`src/rtl/load_unit_if.sv`:
```
// Bundle between the MEM-stage pipeline control and the load unit, including the data-memory read port.
// The slave modport is the load unit; the master modport is the pipeline and memory environment.
interface load_unit_if;
  logic        start;
  logic [1:0]  size;
  logic        signedLoad;
  logic [31:0] addr;
  logic        busy;
  logic        done;
  logic [31:0] data;
  logic        addrError;
  logic        busError;
  logic        memReq;
  logic [31:0] memAddr;
  logic        memAck;
  logic [31:0] memRdata;

  modport slave (
    input  start, size, signedLoad, addr, memAck, memRdata,
    output busy, done, data, addrError, busError, memReq, memAddr
  );

  modport master (
    output start, size, signedLoad, addr, memAck, memRdata,
    input  busy, done, data, addrError, busError, memReq, memAddr
  );
endinterface

```
`src/rtl/load_unit.sv`:
```
// MEM-stage load sequencer: issues a word-aligned bus read, waits for the acknowledge,
// then selects the addressed byte or halfword lane and zero- or sign-extends it to 32 bits.
module load_unit #(
  parameter int TIMEOUT    = 16,
  parameter bit BIG_ENDIAN = 1'b1
) (
  input  logic        clk,
  input  logic        rstN,
  load_unit_if.slave  bus
);

  localparam int CNT_W = (TIMEOUT > 2) ? $clog2(TIMEOUT) : 1;
  localparam logic [CNT_W-1:0] TO_LAST = CNT_W'((TIMEOUT > 0) ? TIMEOUT - 1 : 0);

  typedef enum logic {IDLE, REQ} state_t;

  state_t           state;
  logic [1:0]       size_p0;
  logic [1:0]       off_p0;
  logic             sgn_p0;
  logic [CNT_W-1:0] cnt;
  logic             misaligned;

  // Lane select for the configured byte order, followed by zero or sign extension.
  function automatic logic [31:0] extend_lane(input logic [31:0] w, input logic [1:0] sz,
                                              input logic [1:0] off, input logic sgn);
    logic [1:0]         bsel;
    logic               hsel;
    logic signed [7:0]  b;
    logic signed [15:0] h;
    logic [31:0]        r;
    bsel = BIG_ENDIAN ? ~off : off;
    hsel = BIG_ENDIAN ? ~off[1] : off[1];
    b    = w[{bsel, 3'b000} +: 8];
    h    = hsel ? w[31:16] : w[15:0];
    case (sz)
      2'b00:   r = sgn ? 32'(b) : {24'b0, b};
      2'b01:   r = sgn ? 32'(h) : {16'b0, h};
      default: r = w;
    endcase
    return r;
  endfunction

  always_comb begin
    misaligned = 1'b0;
    case (bus.size)
      2'b01:   misaligned = bus.addr[0];
      2'b10:   misaligned = |bus.addr[1:0];
      2'b11:   misaligned = 1'b1;
      default: misaligned = 1'b0;
    endcase
  end

  always_ff @(posedge clk or negedge rstN) begin
    if (!rstN) begin
      state         <= IDLE;
      bus.busy      <= 1'b0;
      bus.done      <= 1'b0;
      bus.addrError <= 1'b0;
      bus.busError  <= 1'b0;
      bus.memReq    <= 1'b0;
      bus.data      <= '0;
      bus.memAddr   <= '0;
      cnt           <= '0;
      size_p0       <= '0;
      off_p0        <= '0;
      sgn_p0        <= 1'b0;
    end else begin
      bus.done      <= 1'b0;
      bus.addrError <= 1'b0;
      bus.busError  <= 1'b0;
      case (state)
        IDLE: begin
          if (bus.start) begin
            if (misaligned) begin
              bus.done      <= 1'b1;
              bus.addrError <= 1'b1;
              bus.data      <= '0;
            end else begin
              size_p0     <= bus.size;
              off_p0      <= bus.addr[1:0];
              sgn_p0      <= bus.signedLoad;
              bus.memAddr <= {bus.addr[31:2], 2'b00};
              bus.memReq  <= 1'b1;
              bus.busy    <= 1'b1;
              cnt         <= '0;
              state       <= REQ;
            end
          end
        end
        REQ: begin
          // An acknowledge in the last allowed cycle still completes normally.
          if (bus.memAck) begin
            bus.data   <= extend_lane(bus.memRdata, size_p0, off_p0, sgn_p0);
            bus.done   <= 1'b1;
            bus.memReq <= 1'b0;
            bus.busy   <= 1'b0;
            state      <= IDLE;
          end else if (TIMEOUT != 0 && cnt == TO_LAST) begin
            bus.data     <= '0;
            bus.done     <= 1'b1;
            bus.busError <= 1'b1;
            bus.memReq   <= 1'b0;
            bus.busy     <= 1'b0;
            state        <= IDLE;
          end else begin
            cnt <= cnt + 1'b1;
          end
        end
        default: state <= IDLE;
      endcase
    end
  end

endmodule

```
`src/flat_wrapper.sv`:
```
// flat-port wrapper written by rule: the top's interface ports become plain ports
module load_unit_flat 
#(
  parameter int TIMEOUT    = 16,
  parameter bit BIG_ENDIAN = 1'b1
)
  (clk, rstN, bus_start, bus_size, bus_signedLoad, bus_addr, bus_memAck, bus_memRdata, bus_busy, bus_done, bus_data, bus_addrError, bus_busError, bus_memReq, bus_memAddr);
  load_unit_if bus_i ();
  input  logic clk;
  input  logic rstN;
  input wire logic [$bits(bus_i.start)-1:0] bus_start;
  input wire logic [$bits(bus_i.size)-1:0] bus_size;
  input wire logic [$bits(bus_i.signedLoad)-1:0] bus_signedLoad;
  input wire logic [$bits(bus_i.addr)-1:0] bus_addr;
  input wire logic [$bits(bus_i.memAck)-1:0] bus_memAck;
  input wire logic [$bits(bus_i.memRdata)-1:0] bus_memRdata;
  output wire logic [$bits(bus_i.busy)-1:0] bus_busy;
  output wire logic [$bits(bus_i.done)-1:0] bus_done;
  output wire logic [$bits(bus_i.data)-1:0] bus_data;
  output wire logic [$bits(bus_i.addrError)-1:0] bus_addrError;
  output wire logic [$bits(bus_i.busError)-1:0] bus_busError;
  output wire logic [$bits(bus_i.memReq)-1:0] bus_memReq;
  output wire logic [$bits(bus_i.memAddr)-1:0] bus_memAddr;
  assign bus_i.start = bus_start;
  assign bus_i.size = bus_size;
  assign bus_i.signedLoad = bus_signedLoad;
  assign bus_i.addr = bus_addr;
  assign bus_i.memAck = bus_memAck;
  assign bus_i.memRdata = bus_memRdata;
  assign bus_busy = bus_i.busy;
  assign bus_done = bus_i.done;
  assign bus_data = bus_i.data;
  assign bus_addrError = bus_i.addrError;
  assign bus_busError = bus_i.busError;
  assign bus_memReq = bus_i.memReq;
  assign bus_memAddr = bus_i.memAddr;
  load_unit #(.TIMEOUT(TIMEOUT), .BIG_ENDIAN(BIG_ENDIAN)) u_core (.clk(clk), .rstN(rstN), .bus(bus_i));
endmodule
```
`config.mk`:
```
export PLATFORM = sky130hd
export DESIGN_NAME = load_unit_flat
export DESIGN_NICKNAME = d
export VERILOG_FILES = /design/src/rtl/load_unit_if.sv /design/src/rtl/load_unit.sv /design/src/flat_wrapper.sv
export SDC_FILE = /design/constraint.sdc
export NUM_CORES = 1
export LEC_CHECK = 0
export CORE_MARGIN = 2
export CORE_UTILIZATION = 35
export CTS_CLUSTER_SIZE = 12
export DETAILED_ROUTE_END_ITERATION = 8
export PLACE_DENSITY = 0.78
export SETUP_SLACK_MARGIN = 0.1
export SKIP_LAST_GASP = 1
export SYNTH_ARGS = -nofsm -noshare
export SYNTH_HDL_FRONTEND = slang
export SYNTH_SLANG_ARGS = --single-unit
export TNS_END_PERCENT = 20
```
`constraint.sdc`:
```
create_clock -name clk -period 3.4 [get_ports clk]
set_clock_uncertainty 0.2 [all_clocks]
set_input_delay 0.85 -clock clk [delete_from_list [all_inputs] [get_ports clk]]
set_output_delay 0.85 -clock clk [all_outputs]
set_load 0.02 [all_outputs]
```
Word level (Yosys, flattened, before mapping) --
Cells that the tools add are included.
Cells by class: shift-type cells 1, mux-type cells 33, equal/unequal tests 11, add/subtract/negate cells 1, bitwise gates (word level) 3, reductions and logical operators 6
Operators with widths (number):
- two-way mux 32 bit | 6
- case mux 32 bit (2 select lines) | 2
- variable part select 32 x 6 -> 8 bit | 1
- two-way mux 16 bit | 1
- two-way mux 4 bit | 4
- two-way mux 1 bit | 15
- AND reduction 3 bit | 3
- inequality test 2 bit (second input constant) | 4
- case mux 4 bit (2 select lines) | 1
- case mux 1 bit (2 select lines) | 3
- adder 4 x 1 -> 4 bit (second input constant) | 1
- equality test 2 x 1 -> 1 bit (second input constant) | 2
- equality test 2 bit (second input constant) | 2
- equality test 4 bit (second input constant) | 1
- AND reduction 4 bit | 1
- inequality test 3 bit (second input constant) | 1
- case mux 1 bit (3 select lines) | 1
- logical NOT 2 bit | 1
- inequality test 2 x 1 -> 1 bit (second input constant) | 1
- inverter 1 bit | 2
- inverter 2 bit | 1
- OR reduction 2 bit | 1
Word-level totals: word-level logic and storage cells 66, flip-flop bits (word level) 76, output and inout bits 69, bits of input ports 71

Longest topological paths before layout --
Gate-level depths: netlist (run 1).
depth in word-level cells 6, depth in mapped cells 6, mapped depth without buffers 5

Least setup slack after synthesis (run 1) --
Ideal clock, no wire load.
path kind in2reg, start input bus_addr[0], end register u_core.bus.memAddr[14], library setup time 0.128 ns, required time 3.072 ns, stages on the path 5, path slack 1.268 ns, arrival 1.805 ns, path buffers 2, path through a21oi_1 o21bai_1 buf_4 buf_6 mux2_1
On the way: cells in the longest elaborated chain, start to end 4
RTL lines:
- start, declared | RTL line flat_wrapper.sv:14 | input wire logic [$bits(bus_i.addr)-1:0] bus_addr;
- OR reduction 2 bit | RTL line load_unit.sv:48 | 2'b10: misaligned = |bus.addr[1:0];
- case mux 1 bit (3 select lines) (*) | RTL line load_unit.sv:46 | case (bus.size)
- inverter 1 bit (no source line) (*)
- AND reduction 3 bit (no source line) (*)
- end signal, assigned | RTL line load_unit.sv:83 | bus.memAddr <= {bus.addr[31:2], 2'b00};
- end, declared | RTL line load_unit_if.sv:20 | output busy, done, data, addrError, busError, memReq, memAddr
Every way passes the cells marked *; elsewhere a longest branch is shown, timed or not. A chain may end at the register's enable or synchronous reset.

Worst setup path in the final report (run 1) --
start input bus_size[0], end register u_core.bus.memAddr[4]
On the way: cells in the longest elaborated chain, start to end 4, elaborated cells between the ends (all ways) 6, classes of those cells 3 x eq/ne; 1 x mux; 1 x bitwise; 1 x reduce/logical
RTL lines:
- start, declared | RTL line flat_wrapper.sv:12 | input wire logic [$bits(bus_i.size)-1:0] bus_size;
- equality test 2 bit / equality test 2 x 1 -> 1 bit (equally long branches) | RTL line load_unit.sv:46
- case mux 1 bit (3 select lines) (*) | RTL line load_unit.sv:46
- inverter 1 bit (no source line) (*)
- AND reduction 3 bit (no source line) (*)
Marked as above.

==> flow_metrics.tcl, run 1 <==
set metrics [dict create \
    clk_pin_slew_ns 0.09 \
    final_nets 523 \
    port_buffers 137 \
    layout_common_cells "clkdlybuf4s50_1, dfrtp_1, nand2_1" \
    dieHeight_um 105 \
    ys_types 42 \
    whs_endpoint "u_core.bus.data[3]" \
    critPathMaxFanout 21 \
    clockBufferDepth 2 \
    cap_violations 0 \
    drt-pass1-iter-count 4 \
    setup_tns_ns 0 \
    holdPathStages 2 \
    netlist_area_um2 3550 \
    max_stage_delay_ns 0.53 \
    wl_per_cell_um 16.5 \
    finalHoldViolations 0 \
    yosysSeqAreaShare_pct 53.6 \
    coreArea_um2 9820 \
    drv_slew 0 \
    dp_hpwl_um 7070 \
    diodes 0 \
    grt_max_degree 77 \
    critical_path_class "in -> reg" \
    routed_wirelength_um 9690 \
    cts_tree "built" \
    rsz0062_at_grt "false" \
    fmax_mhz 378 \
    r2r_cells 5 \
    syn2layout_area_growth_pct 46.2 \
    synth_cells 321 \
    cp.required_ns 3.43 \
    slew_headroom_pct 36.1 \
    synth_warnings 0 \
    start_util_pct 36.1 \
    regToRegSetupSlack_ns 1.14 \
    cts_setup_buffers 0 \
    tightest_slew_ns 0.958 \
    antenna_left 0 \
    die_w_um 105 \
    root_buffer "clkbuf_8" \
    setup_viol 0 \
    drc 0 \
    ys_seq_elements 76 \
    layout_min_cycle_time_ns 2.65 \
    clkLatencyLatePin_ns 0.35 \
    r2r_start "u_core.off_p0[1]" \
    overflow 0 \
    fin_crit_sh_pct 77.9 \
    final_common_cell "clkdlybuf4s50_1" \
    outcome "complete, no violations" \
    r2r-end "u_core.bus.data[16]" \
    worstSetupEndpointType "register" \
    io_pins 140 \
    ctsResizeCount 0 \
    antenna_found_initial 0 \
    row_count 36 \
    vias 2992 \
    worst_setup_path_start_kind "primary input" \
    via_per_inst 5.08 \
    cp_slowest_cell "clkdlybuf4s50_1" \
    post-route-util_pct 52.9 \
    worstHoldStart "u_core.bus.data[3]" \
    place_congestion 0.863 \
    synth.avg_cell_area_um2 11.1 \
    grt_pass1_wl_um 15400 \
    drtIter0Drc 155 \
    synth_edf_count 0 \
    cts_max_level 3 \
    power_density_nw_per_um2 628 \
    synthArstFlopShare_pct 100 \
    postCtsHoldBufs 0 \
    clock_sinks 76 \
    p_leak_nw 2.28 \
    holdWs_ns 0.297 \
    grt_pass1_vias 3023 \
    die_area_um2 11000 \
    min_path_type "reg -> reg" \
    cts_made_buffers 9 \
    peakVddDrop_uv 314 \
    synthFlopType "dfrtp_1" \
    path_cells "clkdlybuf4s50_1 > a21oi_1 > o21bai_4 > buf_12 > mux2_2" \
    cp.arrival_ns 2.68 \
    drive_gt1_share_pct 14.5 \
    grtUsageTotal_pct 17.7 \
]
through the flow:
step / instance area [µm²] / setup WS (ns) / total power [mW] / instances
2_1_floorplan: 3550 / 1.27 / 2.00 / 322
4_1_cts: 5190 / 0.763 / 3.28 / 589
5_1_grt: 5190 / 0.668 / 3.43 / 589
3_5_place_dp: 5010 / 0.390 / 2.63 / 573
6_report: 5190 / 0.753 / 3.26 / 589
3_3_place_gp: 5010 / 0.446 / 2.59 / 573
critical path: cells and delay by family:
family	cells	cell delay, ns
buffers and inverters	2	0.77
multiplexers	1	0.35
AO/OA/AOI/OAI	2	0.69
registers in the layout, summed over array words and instances, names as in the netlist:
name / flops
u_core.bus.done: 1
u_core.bus.memAddr: 30
u_core.state: 1
u_core.bus.busy: 1
u_core.bus.busError: 1
u_core.bus.data: 32
u_core.size_p0: 2
u_core.cnt: 4
u_core.sgn_p0: 1
u_core.off_p0: 2
u_core.bus.addrError: 1
worst max path at each step:
stage / startpoint / endpoint / cells past startpoint
3_3_place_gp: bus_addr[0] / u_core.bus.memAddr[7] / 5
5_1_grt: bus_size[0] / u_core.bus.memAddr[30] / 5
2_1_floorplan: bus_addr[0] / u_core.bus.memAddr[14] / 5
3_5_place_dp: bus_addr[0] / u_core.bus.memAddr[4] / 5
6_report: bus_size[0] / u_core.bus.memAddr[4] / 5
4_1_cts: bus_addr[0] / u_core.bus.memAddr[4] / 5
layout make-up:
| class | count | area [µm²] |
|---|---|---|
| clock buffer | 10 | 138 |
| clock inverter | 6 | 46.3 |
| fill | 935 | 4630 |
| inverter | 4 | 15.0 |
| multi-input combinational | 220 | 1520 |
| sequential | 76 | 1900 |
| tap | 133 | 166 |
| timing repair buffer | 140 | 1400 |
report_power, final:
| group | switching, mW | internal [mW] |
|---|---|---|
| registers | 0.180 | 1.13 |
| logic | 0.640 | 0.663 |
| clock network | 0.356 | 0.290 |
cells in the mapped netlist, types with 4 or more instances:
library cell | n | area share, %
a31oi_1 | 8 | 1.4
buf_2 | 6 | 0.85
buf_4 | 4 | 0.85
and3_1 | 8 | 1.4
nor2_1 | 4 | 0.42
o21ai_0 | 11 | 1.6
nand2b_1 | 7 | 1.2
dfrtp_1 | 76 | 54
mux2_2 | 28 | 8.9
nand3_2 | 10 | 2.8
mux2_1 | 7 | 2.2
a221o_1 | 7 | 2.0
inv_1 | 4 | 0.42
nand3_1 | 11 | 1.6
clkbuf_1 | 6 | 0.63
o21ai_1 | 5 | 0.70
or3_1 | 5 | 0.88
mux2i_1 | 8 | 2.3
a21oi_1 | 16 | 2.3
nand2_1 | 59 | 6.2
layer usage:
layer | global-route usage, % | share of wire (%)
met4 | 5.24 | 1.1
met5 | 0 | 0
met1 | 21.1 | 40
met2 | 29.9 | 49
met3 | 6.67 | 9.9
cell families (layout without fill, tap and decap cells):
| family | Yosys count | after routing | share of synthesized area, % |
|---|---|---|---|
| buffers and inverters | 26 | 160 | 4.05 |
| AND/OR/NAND/NOR | 114 | 114 | 16.7 |
| AO/OA/AOI/OAI | 60 | 60 | 11.8 |
| other | 1 | 2 | 0.106 |
| adder cells (fa/ha/maj) | 1 | 1 | 0.352 |
| multiplexers | 43 | 43 | 13.4 |
| flip-flops | 76 | 76 | 53.6 |
Note: power is estimated with default switching activity, not from simulation.
==> run 2, diff against run 1 <==
clock period = 2.8 ns   (was 3.4 ns; I/O delays follow)
==> flow_metrics.tcl, run 2 (synthesis gave the netlist of run 1 again) <==
set metrics [dict create \
    clock_sinks 76 \
    final_common_cell "clkdlybuf4s50_1" \
    rsz0062_at_grt "false" \
    diodes 0 \
    clkLatencyLatePin_ns 0.35 \
    p_sw_mw 1.42 \
    setup_viol 0 \
    clk_pin_slew_ns 0.08 \
    cts_max_level 3 \
    cts_tree "built" \
    drt-pass1-iter-count 4 \
    drv_slew 0 \
    final_cells 593 \
    r2r_start "u_core.size_p0[1]" \
    final_nets 528 \
    grt_pass1_vias 3086 \
    power_density_nw_per_um2 805 \
    cp_slowest_cell "o21ai_4" \
    fin_crit_sh_pct 82.1 \
    layout_common_cells "clkdlybuf4s50_1, dfrtp_1, nand2_1" \
    coreArea_um2 9820 \
    placed_cells 578 \
    via_per_inst 5.06 \
    worst-path-buf-inv 1 \
    die_area_um2 11000 \
    cts_setup_buffers 0 \
    worst_setup_path_start_kind "primary input" \
    grt_max_degree 49 \
    critPathTopFamily "compound AO/OA/AOI/OAI gates" \
    drtIter0Drc 149 \
    postCtsHoldBufs 0 \
    r2r_cells 4 \
    grtUsageTotal_pct 18.1 \
    top_regs "u_core.bus.data (32), u_core.bus.memAddr (30), u_core.cnt (4)" \
    top_register "u_core.bus.data" \
    min_path_type "in -> async" \
    place_congestion 0.855 \
    p_int_mw 2.87 \
    fmax_mhz 435 \
    multi_input_area_um2 1520 \
    cp.arrival_ns 2.30 \
    critPathMaxFanout 16 \
    tightest_slew_ns 0.734 \
    peakVddDrop_uv 421 \
    drive_gt1_share_pct 15.2 \
    cts_made_buffers 9 \
    row_count 36 \
    combPwrFrac_pct 37.1 \
    clkPwrFrac_pct 25.8 \
    overflow 0 \
    seq_area_um2 1900 \
    r2r-end "u_core.bus.data[31]" \
    wl_per_cell_um 16.6 \
    ctsResizeCount 0 \
    antenna_found_initial 0 \
    cp_num_cells 5 \
    grt_pass1_wl_um 15600 \
    drc 0 \
    syn2layout_area_growth_pct 50.2 \
    routed_wirelength_um 9830 \
    root_buffer "clkbuf_8" \
    antenna_left 0 \
    start_util_pct 36.1 \
    dieHeight_um 105 \
    p_leak_nw 2.35 \
    outcome "complete, no violations" \
    io_pins 140 \
    pwr-share-seq_pct 37.2 \
    worstSetupEndpointType "register" \
    layout_min_cycle_time_ns 2.30 \
    cp.required_ns 2.80 \
    dp_hpwl_um 7470 \
    slew_headroom_pct 51.1 \
    die_w_um 105 \
    fillers 924 \
    p_sw_share_pct 33.0 \
    critical_path_class "in -> reg" \
    cap_violations 0 \
    critical_path.startpoint "bus_memRdata[15]" \
    setup_tns_ns 0 \
    max_stage_delay_ns 0.51 \
    vias 2998 \
    finalHoldViolations 0 \
    clockBufferDepth 2 \
    regToRegSetupSlack_ns 0.59 \
    path_cells "clkdlybuf4s50_1 > mux2i_1 > o22ai_4 > o21ai_4 > nand3_1" \
    largest_reg_flops 32 \
    power.total_mw 4.29 \
    endpoint "u_core.bus.data[31]" \
    port_buffers 137 \
]
## run 2: cell count changes in the layout (fill, tap and decap cells not counted), sizes merged
cell / delta
buf: +5
bufinv: +4
inv: -2
clkinvlp: -2
clkbuf: -1
## run 2: area by class of cell
cell class | instances | share of cell area [%]
Multi-Input combinational cell | 220 | 28.5
Sequential cell | 76 | 35.7
Timing Repair Buffer | 145 | 27.5
Clock inverter | 6 | 2.58
Inverter | 4 | 0.282
Clock buffer | 9 | 2.32
Tap cell | 133 | 3.12
## run 2: stage by stage
| step | hold WS, ns | area [µm²] | utilization [%] | worst slack, ns |
|---|---|---|---|---|
| final | 0.161 | 5330 | 54.3 | 0.500 |
| after global routing | 0.197 | 5330 | 54.3 | 0.417 |
| after CTS | 0.178 | 5330 | 54.3 | 0.522 |
| after detailed placement | 0.280 | 5070 | 51.6 | 0.149 |
| after global placement | 0.273 | 5070 | 51.6 | 0.219 |
| after floorplan | 0.204 | 3550 | - | 0.818 |
## run 2: worst min-delay path by stage
| stage | depth (start not counted) | slack (ns) | startpoint | endpoint |
|---|---|---|---|---|
| after floorplan | 0 | 0.20 | rstN | u_core.bus.addrError |
| after global routing | 1 | 0.20 | rstN | u_core.bus.memAddr[23] |
| final | 1 | 0.16 | rstN | u_core.bus.memAddr[17] |
| after CTS | 1 | 0.18 | rstN | u_core.bus.memAddr[17] |
| after detailed placement | 2 | 0.28 | u_core.bus.data[2] | u_core.bus.data[2] |
| after global placement | 2 | 0.27 | u_core.bus.data[2] | u_core.bus.data[2] |
## run 2: metal layers
layer / GRT usage (%) / wire length (µm) / vias up
met5: 0 / 0 / -
met4: 7.24 / 194 / 0
met3: 6.86 / 991 / 18
met2: 30.9 / 4810 / 138
met1: 20.5 / 3830 / 1450
li1: - / - / 1392
## run 2: power by group through the flow
stage	clock [mW]	combinational, mW	sequential [mW]
after floorplan	0	0.584	1.84
after global placement	0	1.57	1.60
after detailed placement	0	1.60	1.62
after CTS	1.12	1.60	1.60
after global routing	1.17	1.70	1.63
final	1.10	1.59	1.59
